===== src/rtl/muldiv_iter_if.sv =====
// Request/response bundle between the execute stage and the iterative
// multiply/divide unit. The master is the requester; the slave is the unit.
interface muldiv_iter_if #(
    parameter int unsigned WIDTH = 32
);
    logic             in_valid;
    logic             in_ready;
    logic [2:0]       op;
    logic [WIDTH-1:0] a;
    logic [WIDTH-1:0] b;
    logic             kill;
    logic             out_valid;
    logic             out_ready;
    logic [WIDTH-1:0] result;
    logic             busy;

    modport master (
        output in_valid, op, a, b, kill, out_ready,
        input  in_ready, out_valid, result, busy
    );

    modport slave (
        input  in_valid, op, a, b, kill, out_ready,
        output in_ready, out_valid, result, busy
    );
endinterface


===== src/rtl/muldiv_iter.sv =====
// Iterative RV32M-style multiply/divide unit.
// One radix-2 step per cycle on magnitudes: shift-add multiply, restoring
// divide. Signs and the divide special cases are resolved in a single FIX
// cycle, so latency is the same for every op and operand pair.
module muldiv_iter #(
    parameter int unsigned WIDTH = 32
) (
    input  logic          clk,
    input  logic          reset,
    muldiv_iter_if.slave  bus
);
    localparam int unsigned      CNTW = $clog2(WIDTH) + 1;
    localparam logic [CNTW-1:0]  LAST = CNTW'(WIDTH - 1);
    localparam logic [WIDTH-1:0] MINV = {1'b1, {(WIDTH-1){1'b0}}};

    localparam logic [2:0] OP_MUL    = 3'b000;
    localparam logic [2:0] OP_MULH   = 3'b001;
    localparam logic [2:0] OP_MULHSU = 3'b010;
    localparam logic [2:0] OP_MULHU  = 3'b011;
    localparam logic [2:0] OP_DIV    = 3'b100;
    localparam logic [2:0] OP_DIVU   = 3'b101;
    localparam logic [2:0] OP_REM    = 3'b110;
    localparam logic [2:0] OP_REMU   = 3'b111;

    typedef enum logic [1:0] {
        IDLE,
        CALC,
        FIX,
        DONE
    } state_t;

    state_t             r_state;
    state_t             w_next;

    logic [2:0]         r_op;
    logic [WIDTH-1:0]   r_a_raw;
    logic [WIDTH-1:0]   r_a_mag;
    logic [WIDTH-1:0]   r_b_mag;
    logic               r_neg_a;
    logic               r_neg_b;
    logic               r_b_zero;
    logic               r_ovf;
    logic [2*WIDTH-1:0] r_acc;
    logic [CNTW-1:0]    r_cnt;
    logic [WIDTH-1:0]   r_result;

    logic               w_accept;
    logic               w_sgn_a;
    logic               w_sgn_b;
    logic               w_neg_a;
    logic               w_neg_b;
    logic [WIDTH-1:0]   w_mag_a;
    logic [WIDTH-1:0]   w_mag_b;

    logic [WIDTH:0]     w_mul_sum;
    logic [2*WIDTH-1:0] w_mul_step;
    logic [WIDTH+1:0]   w_div_try;
    logic               w_div_ok;
    logic [2*WIDTH-1:0] w_div_step;

    logic [2*WIDTH-1:0] w_prod;
    logic [WIDTH-1:0]   w_quot;
    logic [WIDTH-1:0]   w_rem;
    logic [WIDTH-1:0]   w_fix_result;

    assign w_accept = (r_state == IDLE) && bus.in_valid && !bus.kill;

    // Operand signedness decode for the op being offered in IDLE.
    always_comb begin
        w_sgn_a = 1'b0;
        w_sgn_b = 1'b0;
        case (bus.op)
            OP_MULH:   begin w_sgn_a = 1'b1; w_sgn_b = 1'b1; end
            OP_MULHSU: begin w_sgn_a = 1'b1; end
            OP_DIV:    begin w_sgn_a = 1'b1; w_sgn_b = 1'b1; end
            OP_REM:    begin w_sgn_a = 1'b1; w_sgn_b = 1'b1; end
            default:   begin end
        endcase
    end

    assign w_neg_a = w_sgn_a && bus.a[WIDTH-1];
    assign w_neg_b = w_sgn_b && bus.b[WIDTH-1];
    assign w_mag_a = w_neg_a ? -bus.a : bus.a;
    assign w_mag_b = w_neg_b ? -bus.b : bus.b;

    // Shift-add step: acc = {partial product, remaining multiplier bits}.
    assign w_mul_sum  = {1'b0, r_acc[2*WIDTH-1:WIDTH]}
                      + (r_acc[0] ? {1'b0, r_a_mag} : '0);
    assign w_mul_step = {w_mul_sum, r_acc[WIDTH-1:1]};

    // Restoring step: acc = {partial remainder, dividend/quotient bits}.
    assign w_div_try  = {1'b0, r_acc[2*WIDTH-1:WIDTH], r_acc[WIDTH-1]}
                      - {2'b00, r_b_mag};
    assign w_div_ok   = !w_div_try[WIDTH+1];
    assign w_div_step = w_div_ok ? {w_div_try[WIDTH-1:0], r_acc[WIDTH-2:0], 1'b1}
                                 : {r_acc[2*WIDTH-2:0], 1'b0};

    // Sign correction, divide special cases and result selection for FIX.
    always_comb begin
        w_prod = (r_neg_a ^ r_neg_b) ? -r_acc : r_acc;

        if (r_b_zero) begin
            w_quot = '1;
            w_rem  = r_a_raw;
        end else if (r_ovf) begin
            w_quot = r_a_raw;
            w_rem  = '0;
        end else begin
            w_quot = (r_neg_a ^ r_neg_b) ? -r_acc[WIDTH-1:0] : r_acc[WIDTH-1:0];
            w_rem  = r_neg_a ? -r_acc[2*WIDTH-1:WIDTH] : r_acc[2*WIDTH-1:WIDTH];
        end

        w_fix_result = '0;
        case (r_op)
            OP_MUL:                      w_fix_result = w_prod[WIDTH-1:0];
            OP_MULH, OP_MULHSU, OP_MULHU: w_fix_result = w_prod[2*WIDTH-1:WIDTH];
            OP_DIV, OP_DIVU:             w_fix_result = w_quot;
            OP_REM, OP_REMU:             w_fix_result = w_rem;
            default:                     w_fix_result = '0;
        endcase
    end

    // State register.
    always_ff @(posedge clk or posedge reset) begin
        if (reset) begin
            r_state <= IDLE;
        end else begin
            r_state <= w_next;
        end
    end

    // Next-state logic; kill wins over every other transition outside IDLE.
    always_comb begin
        w_next = r_state;
        case (r_state)
            IDLE: if (w_accept) w_next = CALC;
            CALC: begin
                if (bus.kill)           w_next = IDLE;
                else if (r_cnt == LAST) w_next = FIX;
            end
            FIX:  w_next = bus.kill ? IDLE : DONE;
            DONE: begin
                if (bus.kill || bus.out_ready) w_next = IDLE;
            end
            default: w_next = IDLE;
        endcase
    end

    // Datapath: operand capture on accept, one step per CALC cycle, result load in FIX.
    always_ff @(posedge clk or posedge reset) begin
        if (reset) begin
            r_op     <= '0;
            r_a_raw  <= '0;
            r_a_mag  <= '0;
            r_b_mag  <= '0;
            r_neg_a  <= 1'b0;
            r_neg_b  <= 1'b0;
            r_b_zero <= 1'b0;
            r_ovf    <= 1'b0;
            r_acc    <= '0;
            r_cnt    <= '0;
            r_result <= '0;
        end else begin
            case (r_state)
                IDLE: begin
                    if (w_accept) begin
                        r_op     <= bus.op;
                        r_a_raw  <= bus.a;
                        r_a_mag  <= w_mag_a;
                        r_b_mag  <= w_mag_b;
                        r_neg_a  <= w_neg_a;
                        r_neg_b  <= w_neg_b;
                        r_b_zero <= (bus.b == '0);
                        r_ovf    <= w_sgn_b && bus.op[2] && (bus.a == MINV) && (bus.b == '1);
                        r_acc    <= {{WIDTH{1'b0}}, (bus.op[2] ? w_mag_a : w_mag_b)};
                        r_cnt    <= '0;
                    end
                end
                CALC: begin
                    r_acc <= r_op[2] ? w_div_step : w_mul_step;
                    r_cnt <= r_cnt + 1'b1;
                end
                FIX: begin
                    if (!bus.kill) r_result <= w_fix_result;
                end
                default: begin end
            endcase
        end
    end

    assign bus.in_ready  = (r_state == IDLE);
    assign bus.out_valid = (r_state == DONE);
    assign bus.busy      = (r_state != IDLE);
    assign bus.result    = r_result;
endmodule


===== src/flat_wrapper.sv =====
// flat-port wrapper written by rule: the top's interface ports become plain ports
module muldiv_iter_flat 
#(
    parameter int unsigned WIDTH = 32
)
  (clk, reset, bus_in_valid, bus_op, bus_a, bus_b, bus_kill, bus_out_ready, bus_in_ready, bus_out_valid, bus_result, bus_busy);
  muldiv_iter_if #(.WIDTH(WIDTH)) bus_i ();
  input  logic clk;
  input  logic reset;
  input wire logic [$bits(bus_i.in_valid)-1:0] bus_in_valid;
  input wire logic [$bits(bus_i.op)-1:0] bus_op;
  input wire logic [$bits(bus_i.a)-1:0] bus_a;
  input wire logic [$bits(bus_i.b)-1:0] bus_b;
  input wire logic [$bits(bus_i.kill)-1:0] bus_kill;
  input wire logic [$bits(bus_i.out_ready)-1:0] bus_out_ready;
  output wire logic [$bits(bus_i.in_ready)-1:0] bus_in_ready;
  output wire logic [$bits(bus_i.out_valid)-1:0] bus_out_valid;
  output wire logic [$bits(bus_i.result)-1:0] bus_result;
  output wire logic [$bits(bus_i.busy)-1:0] bus_busy;
  assign bus_i.in_valid = bus_in_valid;
  assign bus_i.op = bus_op;
  assign bus_i.a = bus_a;
  assign bus_i.b = bus_b;
  assign bus_i.kill = bus_kill;
  assign bus_i.out_ready = bus_out_ready;
  assign bus_in_ready = bus_i.in_ready;
  assign bus_out_valid = bus_i.out_valid;
  assign bus_result = bus_i.result;
  assign bus_busy = bus_i.busy;
  muldiv_iter #(.WIDTH(WIDTH)) u_core (.clk(clk), .reset(reset), .bus(bus_i));
endmodule

===== config.mk =====
export PLATFORM = sky130hd
export DESIGN_NAME = muldiv_iter_flat
export DESIGN_NICKNAME = d
export VERILOG_FILES = /design/src/rtl/muldiv_iter_if.sv /design/src/rtl/muldiv_iter.sv /design/src/flat_wrapper.sv
export SDC_FILE = /design/constraint.sdc
export NUM_CORES = 1
export LEC_CHECK = 0
export BUFFER_PORTS_ARGS = -buffer_cell sky130_fd_sc_hd__buf_2
export CELL_PAD_IN_SITES_DETAIL_PLACEMENT = 0
export CELL_PAD_IN_SITES_GLOBAL_PLACEMENT = 1
export CORE_ASPECT_RATIO = 0.6
export CORE_MARGIN = 4
export CORE_UTILIZATION = 48
export CTS_BUF_LIST = sky130_fd_sc_hd__clkbuf_8
export DETAILED_ROUTE_END_ITERATION = 12
export PLACE_DENSITY = 0.86
export SLEW_MARGIN = 25
export SYNTH_ARGS = -nofsm -noshare
export SYNTH_HDL_FRONTEND = slang
export SYNTH_SLANG_ARGS = --single-unit

===== constraint.sdc =====
create_clock -name clk -period 8.6 [get_ports clk]
set_input_delay 0.86 -clock clk [delete_from_list [all_inputs] [get_ports clk]]
set_output_delay 0.86 -clock clk [all_outputs]
set_load 0.005 [all_outputs]

==> impl_metrics.toml <==
[status]
status = "finished, final reports clean"

[cts]
cts_max_level = 2
cts-root-buf = "clkbuf_8"
cts_buffers = 37
clkSinkCount = 206
ctsResizeCount = 0
clk_transition_reported_paths_ns = 0.06
cts_tree = "built"
clock_path_buffers = 3
cts_setup_buffers = 0
cts.hold.buffers_added = 0
clkLatencyLatePin_ns = 0.59

[routing]
drcViolationCount = 0
highest_layer = "met5"
num_vias = 17800
wl_met2_mm = 26.9
wl_met1_mm = 31.3
viasPerCell = 6.45
wl_per_cell_um = 24.8
wirelength_mm = 68.3
ant_nets = 0
drt_iter0_markers = 2171
wl_met3_mm = 7.80
drt-pass1-iter-count = 6

[die]
chipHeight_um = 156
start_util_pct = 49.4
die_x_um = 255
io_pins = 107
num_rows = 53
dieArea_um2 = 39900
core-area_um2 = 35600

[grt]
grt_max_degree = 207
track_usage_pct = 33.3
antenna_found_initial = 3
grt-ovfl-total = 0
grt_pass1_vias = 16200
grt_first_pass_wirelength_mm = 101

[logic_synthesis]
yosysTopAreaCell = "dfrtp_1"
synth_flop_cell = "dfrtp_1"
syn_avg_cell_area_um2 = 7.85
synth_enable_flop_cells = 0
synth_commonest_cells = "325 x nand2_1, 230 x o21ai_0, 206 x dfrtp_1, 164 x a21oi_1, 136 x clkbuf_1"
ys.warnings.count = 0
synth_seq_cells = 206
synth.area.top_cells = "dfrtp_1 29%, nand2_1 6.9%, o21ai_0 6.5%"
synthesis.nets = 2386
ys_seq_area_share_pct = 29.3
yosys.cell_types.count = 78
synthArstFlopShare_pct = 100
yosysMostFrequentCell = "nand2_1"
synth_top_area_share_pct = 29.3
syn-cell-area_um2 = 17600
syn_inst = 2242

[critical_path]
cp_slowest_cell = "o311ai_2"
path_buf_inv = 1
worst_r2r_endpoint = "u_core.r_acc[62]"
reg2reg_depth = 11
path_delay_family = "compound AO/OA/AOI/OAI gates"
slowest_delay_ns = 0.65
worstPathArrival_ns = 5.00
critPathKind = "register to register"
worstSetupStartpointType = "register"
worstPathCellList = "ha_1 -> nand3_1 -> nor2_1 -> a211o_1 -> o2111ai_1 -> nand2_1 -> o311ai_2 -> nand2_1 -> buf_4 -> a211o_1 -> a32o_1"
worstPathRequired_ns = 9.03
ff2ff_setup_slack_ns = 4.03
crit_fanout = 13
setup.worst_path.end_class = "register"
worstReg2RegStart = "u_core.r_acc[37]"

[final_layout]
n_fill_cell = 3455
syn_to_final_growth_pct = 9.17
seq_area_um2 = 5160
final_nets = 2408
drive_above_1_share_pct = 11.0
fin_util_pct = 53.9
multiInputGateArea_um2 = 11600

[timing]
fmax_mhz = 219
worstMarginPinSlew_ns = 1.16
maxSlewHeadroom_pct = 21.9
fin_crit_ns = 4.57
setup_tns_ns = 0
rsz0062_at_grt = "no"
setup_viol = 0
period_share_pct = 53.1
skew_ns = 0.0443
hold_violations = 0
slew_violations = 0

[pwr]
powerDensity_nw_per_um2 = 304
power_leakage_nw = 8.39
ir_drop_mv = 0.130
power_mw = 5.84

[placement]
io_buffer_count = 106
place_congestion = 1.01
dp_hpwl_mm = 51.5

[worst_hold_path]
hp-class = "input pin to asynchronous set/reset pin"

[run]
drv.max_cap_violation_count = 0
==> layer usage <==
layer | vias up | global-route usage [%]
met5 | - | 0
met4 | 2 | 10.2
met3 | 131 | 9.35
met2 | 942 | 45.5
met1 | 8567 | 50.4
li1 | 8169 | -
==> stage by stage <==
step	std cells	instance area, um^2	hold slack [ns]	setup WS [ns]
final	2761	19200	0.437	4.03
after global routing	2761	19200	0.490	3.77
after CTS	2758	19200	0.454	4.12
after detailed placement	2691	18400	0.464	4.08
after global placement	2691	18400	0.457	4.14
after floorplan	2242	17600	0.439	2.12
==> worst max-delay path by stage <==
stage / from / end / slack [ns] / cells after the start
5_1_grt: u_core.r_acc[37] / u_core.r_acc[62] / 3.77 / 11
3_3_place_gp: bus_b[0] / u_core.r_acc[30] / 4.14 / 12
4_1_cts: u_core.r_acc[37] / u_core.r_acc[62] / 4.12 / 11
6_report: u_core.r_acc[37] / u_core.r_acc[62] / 4.03 / 11
2_1_floorplan: reset / u_core.bus.result[0] / 2.12 / 1
3_5_place_dp: bus_b[0] / u_core.r_acc[30] / 4.08 / 12
==> layout by cell type, fill, tap and decap left out, types with 38 or more instances in the layout <==
master    synthesis  final
and2_1           53     53
buf_2             2    106
ha_1             70     70
o31ai_1          38     38
a21oi_1         164    164
o21ai_0         230    230
xor2_1          100     99
dfrtp_1         206    205
nand3_1          40     40
nand2_1         325    325
clkbuf_8          0     52
xnor2_1          90     89
inv_1            70     81
nor2_1          115    113
mux2i_1          71     71
==> area by class of cell <==
cell class                 count  share of cell area [%]
multi-input combinational   1811                    60.5
clock inverter                15                   0.319
inverter                      70                    1.41
antenna                        2                  0.0261
timing repair buffer         138                    4.12
tap                          467                    3.04
sequential                   206                    26.8
clock buffer                  52                    3.73
==> sequential cells by signal, summed over array words and instances (netlist names) <==
signal             count
u_core.bus.result     32
u_core.r_a_mag        32
u_core.r_a_raw        31
u_core.r_acc          64
u_core.r_b_mag        32
u_core.r_b_zero        1
u_core.r_cnt           6
u_core.r_neg_a         1
u_core.r_neg_b         1
u_core.r_op            3
u_core.r_ovf           1
u_core.r_state         2
==> power breakdown <==
part	internal, mW	leakage, nW	switching, mW
logic	1.28	5.34	1.96
registers	1.17	2.61	0.430
clock network	0.534	0.447	0.466
==> kinds of logic (layout without fill, tap and decap cells) <==
group | Yosys count | after routing | synth area share [%]
simple gates | 730 | 730 | 19.7
compound gates | 727 | 727 | 26.0
buf+inv | 225 | 275 | 4.96
flops | 206 | 206 | 29.3
xor+xnor | 190 | 190 | 9.46
mux | 92 | 92 | 5.38
fa+ha+maj | 72 | 72 | 5.21
other cells | 0 | 2 | 0
Note: power is estimated with default switching activity, not from simulation.
